File: config.mk
export PLATFORM = sky130hd
export DESIGN_NAME = mag_cmp_seq
export DESIGN_NICKNAME = d
export VERILOG_FILES = /design/src/rtl/mag_cmp_seq.sv
export SDC_FILE = /design/constraint.sdc
export NUM_CORES = 1
export LEC_CHECK = 0
export CAP_MARGIN = 30
export CORE_MARGIN = 2
export CORE_UTILIZATION = 49
export CTS_BUF_LIST = sky130_fd_sc_hd__clkbuf_16
export CTS_CLUSTER_DIAMETER = 50
export DETAILED_ROUTE_END_ITERATION = 10
export PLACE_DENSITY = 0.85
export SLEW_MARGIN = 10
export SYNTH_ARGS = -nofsm -noshare
export SYNTH_HDL_FRONTEND = slang
export SYNTH_SLANG_ARGS = --single-unit
File: constraint.sdc
create_clock -name clk -period 2.45 [get_ports clk]
set_input_delay 0.735 -clock clk [delete_from_list [all_inputs] [get_ports clk]]
set_output_delay 0.735 -clock clk [all_outputs]
set_load 0.005 [all_outputs]
File: src/rtl/mag_cmp_seq.sv
// -----------------------------------------------------------------------------
// mag_cmp_seq
//   Sequential magnitude comparator. Compares two WIDTH-bit operands CHUNK bits
//   per cycle, most-significant chunk first, in unsigned or two's-complement
//   mode. Uses a start/busy/done handshake.
//
//   Optional feature (compile-time macro MAG_CMP_EARLY_EXIT_EN):
//     defined   - RUN ends at the first differing chunk (latency 1..NCHUNK)
//     undefined - RUN always walks all NCHUNK chunks (constant-time compare)
//
// Ports
//   clk          rising-edge clock
//   rst_n        synchronous active-low reset
//   start        compare request, sampled only in IDLE
//   a, b         operands, captured on the accepted start
//   signed_mode  1 = two's-complement, 0 = unsigned; captured with operands
//   busy         high while a compare is running (RUN state)
//   done         one-cycle pulse; results are valid from this cycle
//   equal        A == B  (held until the next done)
//   greater      A >  B  (held until the next done)
//   lower        A <  B  (held until the next done)
// -----------------------------------------------------------------------------
module mag_cmp_seq #(
  parameter int WIDTH = 16,
  parameter int CHUNK = 4
) (
  input  logic             clk,
  input  logic             rst_n,
  input  logic             start,
  input  logic [WIDTH-1:0] a,
  input  logic [WIDTH-1:0] b,
  input  logic             signed_mode,
  output logic             busy,
  output logic             done,
  output logic             equal,
  output logic             greater,
  output logic             lower
);

  localparam int NCHUNK = WIDTH / CHUNK;
  localparam int IDX_W  = (NCHUNK > 1) ? $clog2(NCHUNK) : 1;
  localparam logic [IDX_W-1:0] IDX_TOP = IDX_W'(NCHUNK - 1);

  typedef enum logic [1:0] {
    IDLE = 2'd0,
    RUN  = 2'd1,
    DONE = 2'd2
  } state_t;

  state_t           state;
  state_t           state_nxt;
  logic [IDX_W-1:0] idx;

  // Captured operands are pure data: no reset needed.
  logic [WIDTH-1:0] a_p0;
  logic [WIDTH-1:0] b_p0;
  logic             smode_p0;

  logic             dec_gt;
  logic             dec_lt;

  logic [CHUNK-1:0] ca;
  logic [CHUNK-1:0] cb;
  logic             new_gt;
  logic             new_lt;
  logic             last;
  logic             finish;

  // Flipping the sign bit of the top chunk maps two's-complement ordering onto
  // unsigned ordering; lower chunks are plain magnitude bits in either mode.
  function automatic logic [CHUNK-1:0] chunk_key(
    input logic [CHUNK-1:0] c,
    input logic             flip_msb
  );
    logic [CHUNK-1:0] k;
    k = c;
    if (flip_msb) k[CHUNK-1] = ~c[CHUNK-1];
    return k;
  endfunction

  always_comb begin
    ca     = chunk_key(a_p0[idx*CHUNK +: CHUNK], smode_p0 && (idx == IDX_TOP));
    cb     = chunk_key(b_p0[idx*CHUNK +: CHUNK], smode_p0 && (idx == IDX_TOP));
    // The first decision sticks; lower chunks only decide when nothing has yet.
    new_gt = dec_gt | (~dec_gt & ~dec_lt & (ca > cb));
    new_lt = dec_lt | (~dec_gt & ~dec_lt & (ca < cb));
    last   = (idx == '0);
`ifdef MAG_CMP_EARLY_EXIT_EN
    finish = last | new_gt | new_lt;
`else
    finish = last;
`endif
  end

  // ---- state register ----
  always_ff @(posedge clk) begin
    if (!rst_n) state <= IDLE;
    else        state <= state_nxt;
  end

  always_comb begin
    state_nxt = state;
    case (state)
      IDLE:    if (start) state_nxt = RUN;
      RUN:     if (finish) state_nxt = DONE;
      DONE:    state_nxt = IDLE;
      default: state_nxt = IDLE;
    endcase
  end

  // ---- operand capture (stage p0) ----
  always_ff @(posedge clk) begin
    if (state == IDLE && start) begin
      a_p0     <= a;
      b_p0     <= b;
      smode_p0 <= signed_mode;
    end
  end

  // ---- chunk walk, decision and result registers ----
  always_ff @(posedge clk) begin
    if (!rst_n) begin
      idx     <= '0;
      dec_gt  <= 1'b0;
      dec_lt  <= 1'b0;
      equal   <= 1'b0;
      greater <= 1'b0;
      lower   <= 1'b0;
    end else begin
      case (state)
        IDLE: begin
          if (start) begin
            idx    <= IDX_TOP;
            dec_gt <= 1'b0;
            dec_lt <= 1'b0;
          end
        end
        RUN: begin
          dec_gt <= new_gt;
          dec_lt <= new_lt;
          if (finish) begin
            // Results land together with the entry into DONE so they are
            // valid in the same cycle as the done pulse.
            equal   <= ~(new_gt | new_lt);
            greater <= new_gt;
            lower   <= new_lt;
          end else begin
            idx <= idx - 1'b1;
          end
        end
        default: ;
      endcase
    end
  end

  assign busy = (state == RUN);
  assign done = (state == DONE);

endmodule

After elaboration in Yosys (flattened, before gate mapping)
Cells that the tools add are included.
{"block": "op_classes", "add_sub_neg": 1, "magnitude_cmp": 2, "n_eq_ne": 6, "n_shift": 2, "mux": 11, "n_bitwise": 11, "reduce_logical": 9}
{"operator": "$shiftx 16x5->4", "n": 2}
{"operator": "$mux 2", "n": 4}
{"operator": "$pmux 2 s2", "n": 2}
{"operator": "$reduce_and 2->1", "n": 3}
{"operator": "$not 1->1", "n": 5}
{"operator": "$eq 2x2->1 const B", "n": 2}
{"operator": "$gt 4x4->1", "n": 1}
{"operator": "$logic_not 2->1", "n": 2}
{"operator": "$lt 4x4->1", "n": 1}
{"operator": "$ne 2x2->1 const B", "n": 2}
{"operator": "$pmux 1 s2", "n": 2}
{"operator": "$and 1x1->1", "n": 3}
{"operator": "$mux 1", "n": 3}
{"operator": "$or 1x1->1", "n": 3}
{"operator": "$reduce_and 3->1", "n": 1}
{"operator": "$eq 2x1->1 const B", "n": 1}
{"operator": "$logic_and 1x1->1", "n": 2}
{"operator": "$ne 2x1->1 const B", "n": 1}
{"operator": "$reduce_bool 2->1", "n": 1}
{"operator": "$sub 2x1->2 const B", "n": 1}
{"block": "totals", "register_bits": 42, "input_bits": 36, "wordCells": 52}

Depth between registers and ports, before layout
{"block": "depth", "ltp_word": 8, "mapped_depth": 8}

Worst setup path after synthesis
Ideal clock, no wire load.
{"block": "synth_path", "kind": "register -> register", "from": "register idx[0]", "to": "register greater", "setup_time_ps": 122, "arrival_ps": 2145, "required_time_ps": 2328, "path_slack_ps": 184, "stages_incl_launch_ff": 8, "n_path_buf": 1, "synth_period_minus_slack_ps": 2266, "path_cell_list": "dfxtp_1 -> buf_6 -> mux4_2 -> xnor2_1 -> ha_1 -> a21oi_1 -> a211oi_1 -> o311a_1"}
{"block": "synth_between", "elab_chain_cells": 6, "word_cells_on_any_way": 13}
{"element": "from (decl)", "line_no": "52", "source": "logic [IDX_W-1:0] idx;"}
{"element": "from (signal assigned)", "line_no": "148", "source": "idx <= idx - 1'b1;"}
{"element": "$shiftx 16x5->4 (tied with other cells)", "line_no": "82", "source": "ca = chunk_key(a_p0[idx*CHUNK +: CHUNK], smode_p0 && (idx == IDX_TOP));"}
{"element": "$not 1->1 or $logic_and 1x1->1 (tied branches)", "line_no": "77, 82, 83"}
{"element": "$mux 1", "line_no": "77", "source": "if (flip_msb) k[CHUNK-1] = ~c[CHUNK-1];"}
{"element": "$gt 4x4->1", "line_no": "85", "source": "new_gt = dec_gt | (~dec_gt & ~dec_lt & (ca > cb));"}
{"element": "$and 1x1->1", "line_no": "85"}
{"element": "$or 1x1->1", "line_no": "85"}
{"element": "to (signal assigned)", "line_no": "145", "source": "greater <= new_gt;"}
{"element": "to (decl)", "line_no": "36", "source": "output logic greater,"}
Parallel ways exist; a longest one is shown, timed or not.
A chain may end at the register's enable or synchronous reset.

Worst setup path in the final report
{"block": "layout_path", "from": "register idx[0]", "to": "register dec_gt"}
{"block": "layout_between", "elab_chain_cells": 7, "word_cells_on_any_way": 12}
{"element": "$shiftx 16x5->4 (tied with other cells)", "line_no": "82"}
{"element": "$not 1->1 or $logic_and 1x1->1 (tied branches)", "line_no": "77, 82, 83"}
{"element": "$mux 1", "line_no": "77"}
{"element": "$gt 4x4->1 (*)", "line_no": "85"}
{"element": "$and 1x1->1 (*)", "line_no": "85"}
{"element": "$or 1x1->1 (*)", "line_no": "85"}
{"element": "$pmux 1 s2 (*)", "line_no": "130", "source": "case (state)"}
{"element": "to (signal assigned)", "line_no": "139", "source": "dec_gt <= new_gt;"}
{"element": "to (decl)", "line_no": "59", "source": "logic dec_gt;"}
Mark *: on every way between the ends. The rest lies on a longest branch, timed or not.

==> flow_metrics.env <==
export IMPL_root_buffer="clkbuf_16"
export IMPL_fin_nets=193
export IMPL_most_common_layout_cells="40 x clkdlybuf4s50_1, 33 x edfxtp_1, 10 x inv_1, 8 x dfxtp_1, 7 x mux4_1"
export IMPL_syn2layout_area_growth_pct=38.20
export IMPL_post_route_util_pct=71.47
export IMPL_cts_made_buffers=5
export IMPL_wirelength_mm=2.688
export IMPL_tritoncts="yes"
export IMPL_r2r_cells=7
export IMPL_synth_avg_cell_area_um2=17.05
export IMPL_synth_cell_types=31
export IMPL_synth_seq_area_share_pct=67.34
export IMPL_max_stage_delay_ns=0.57
export IMPL_fin_skew_ns=0.002064
export IMPL_start_kind="flip-flop"
export IMPL_coreArea_mm2=0.003363
export IMPL_n_antenna_cell=0
export IMPL_regToRegSetupSlack_ns=0.15
export IMPL_layout_commonest_cell="clkdlybuf4s50_1"
export IMPL_p_comb_share_pct=17.2
export IMPL_cts_hold_repair_buffers=0
export IMPL_cts_path_max_buffers=2
export IMPL_antenna_found_initial=0
export IMPL_setup_viol=0
export IMPL_crit_chain="buf_4 > mux4_1 > ha_1 > nor2b_2 > o211ai_4 > a2111o_1 > a21oi_1"
export IMPL_hold_end="lower$_SDFFE_PN0P_"
export IMPL_leakage_nw=0.9100
export IMPL_p_per_area_mw_per_mm2=794.1
export IMPL_die_h_um=63.58
export IMPL_io_pins=41
export IMPL_synth_edf_count=33
export IMPL_tightestPinTransition_ns=0.3213
export IMPL_firstDrtPassIters=4
export IMPL_layout_worst_path_cycle_share_pct=93.88
export IMPL_place_hpwl_mm=2.021
export IMPL_h_tree_depth=2
export IMPL_required_ns=2.65
export IMPL_final_area_mm2=0.002404
export IMPL_start_util_pct=51.71
export IMPL_switching_share_pct=21.85
export IMPL_yosysWarnings=0
export IMPL_p_sw_mw=0.4171
export IMPL_syn_num_nets=144
export IMPL_period_minus_slack_ns=2.300
export IMPL_netlist_area_mm2=0.001739
export IMPL_drc=0
export IMPL_fillers=246
export IMPL_layout_drive_gt1_share_pct=11.84
export IMPL_placed_area_mm2=0.002223
export IMPL_rsz0062_at_grt="no"
export IMPL_pwr_share_seq_pct=44.9
export IMPL_drv_cap=0
export IMPL_port_buffers=40
export IMPL_multiInputGateArea_um2=530.5
export IMPL_grt_pass1_vias=1133
export IMPL_netlist_instances=102
export IMPL_ant_nets=0
export IMPL_p_int_mw=1.492
export IMPL_wl_per_cell_um=13.58
export IMPL_ys_ff_latch=42
export IMPL_r2r_start="idx[0]$_SDFFE_PN0P_"
export IMPL_clk_transition_reported_paths_ns=0.06
export IMPL_ir_worst_vdd_mv=0.4462
export IMPL_grt_pass1_wl_mm=4.843
export IMPL_path_class="flip-flop to flip-flop"
export IMPL_rows=21
export IMPL_gp_congestion=0.7155
export IMPL_async_flop_share_pct=0
export IMPL_track_usage_pct=15.91
export IMPL_whs_ns=0.5169
export IMPL_hold_path_class="flip-flop to flip-flop"
export IMPL_rr_endpoint="dec_gt$_SDFFE_PN0P_"
export IMPL_clock_sinks=42
export IMPL_drt_iter0_drc=64
export IMPL_grt_max_degree=34
export IMPL_via_per_inst=5.167
export IMPL_num_vias=1023
export IMPL_clkPwrFrac_pct=37.9
export IMPL_hold_viol_final=0
export IMPL_finalPower_mw=1.909
export IMPL_end_kind="flip-flop"
export IMPL_tns_ns=0
export IMPL_status="finished clean"
export IMPL_die_w_um=63.58
export IMPL_seqCellArea_mm2=0.001172
export IMPL_crit_path_top_delay_cell="mux4_1"
export IMPL_ys_flop_type="edfxtp_1"
export IMPL_clock_latency_ns=0.28
export IMPL_slew_headroom_pct=78.35
export IMPL_grt_overflow_total=0
export IMPL_cp_max_fo=6
export IMPL_holdCritStartpoint="lower$_SDFFE_PN0P_"
export IMPL_dieArea_mm2=0.004042
export IMPL_slew_viol_final=0
export IMPL_hold_path_depth=2
export IMPL_critPathArrivalTime_ns=2.50
export IMPL_fmax_mhz=434.8
-- power by group through the flow --
stage	Clock (mW)	Sequential, mW	Combinational [mW]
5_1_grt	0.782	0.863	0.360
3_5_place_dp	0	0.872	0.308
2_1_floorplan	0	0.864	0.194
3_3_place_gp	0	0.870	0.298
6_report	0.724	0.857	0.328
4_1_cts	0.744	0.858	0.313
-- how the worst max path moves through the flow --
stage | startpoint | end | slack (ns) | depth (start not counted)
2_1_floorplan | idx[0]$_SDFFE_PN0P_ | greater$_SDFFE_PN0P_ | 0.18 | 7
3_3_place_gp | idx[0]$_SDFFE_PN0P_ | greater$_SDFFE_PN0P_ | 0.16 | 7
3_5_place_dp | idx[0]$_SDFFE_PN0P_ | greater$_SDFFE_PN0P_ | 0.08 | 7
4_1_cts | idx[0]$_SDFFE_PN0P_ | greater$_SDFFE_PN0P_ | 0.05 | 7
5_1_grt | idx[0]$_SDFFE_PN0P_ | dec_gt$_SDFFE_PN0P_ | 0.05 | 7
6_report | idx[0]$_SDFFE_PN0P_ | dec_gt$_SDFFE_PN0P_ | 0.15 | 7
-- worst max-delay path, delay by kind of cell (launching register included) --
family	cells	cell delay, ns
AND/OR/NAND/NOR	1	0.18
adder cells (fa/ha/maj)	1	0.31
flip-flops	1	0.37
buffers and inverters	1	0.16
AO/OA/AOI/OAI	3	0.64
multiplexers	1	0.57
-- repair_timing --
action | in CTS | in global routing
setup buffers | 0 | 0
resized for setup | 0 | 3
endpoints found under the setup margin | 0 | 4
-- kinds of logic after synthesis --
logic type	Yosys count	share of synthesized area [%]
and+or+nand+nor	19	6.116
AOI/OAI and AO/OA	14	6.475
xor gates and xnor gates	2	1.007
muxes	8	11.87
DFF	42	67.34
buffers and inverters	11	2.877
adders and majority gates	6	4.316
-- cell type report --
cell class | instances | area share (%)
flip-flops and latches | 42 | 48.78
well taps | 46 | 2.395
repair buffers | 44 | 18.43
multi-input cells | 49 | 22.07
clock inverters | 3 | 1.718
clock buffers | 5 | 5.206
inverters | 9 | 1.406
-- state kept, by name (all words and copies together), names as in the netlist --
| register | cells |
|---|---|
| greater | 1 |
| dec_lt | 1 |
| dec_gt | 1 |
| lower | 1 |
| state | 2 |
| idx | 2 |
| a_p0 | 16 |
| equal | 1 |
| smode_p0 | 1 |
| b_p0 | 16 |
-- routing by layer --
| layer | global-route usage (%) | share of wire, % | routed length (um) | up-vias |
|---|---|---|---|---|
| met2 | 27.50 | 52 | 1387 | 37 |
| met5 | 0 | 0 | 0 | - |
| li1 | - | - | - | 495 |
| met4 | 7.337 | 1.6 | 42 | 0 |
| met3 | 5.357 | 6.1 | 163 | 7 |
| met1 | 17.62 | 41 | 1095 | 484 |
-- Yosys cell counts, types with 2 or more instances --
library cell	instances	area share (%)
edfxtp_1	33	57
ha_1	6	4.3
mux4_1	7	11
o211a_1	2	1.2
nor2_1	3	0.65
dfxtp_1	9	10
and3_1	2	0.72
inv_1	9	1.9
nand2_1	6	1.3
a21oi_1	4	1.2
-- stage by stage --
step	instances	setup slack [ns]
2_1_floorplan	102	0.1838
3_3_place_gp	190	0.1612
3_5_place_dp	190	0.08424
4_1_cts	198	0.04631
5_1_grt	198	0.05371
6_report	198	0.1500
(Power assumes the default switching activity.)
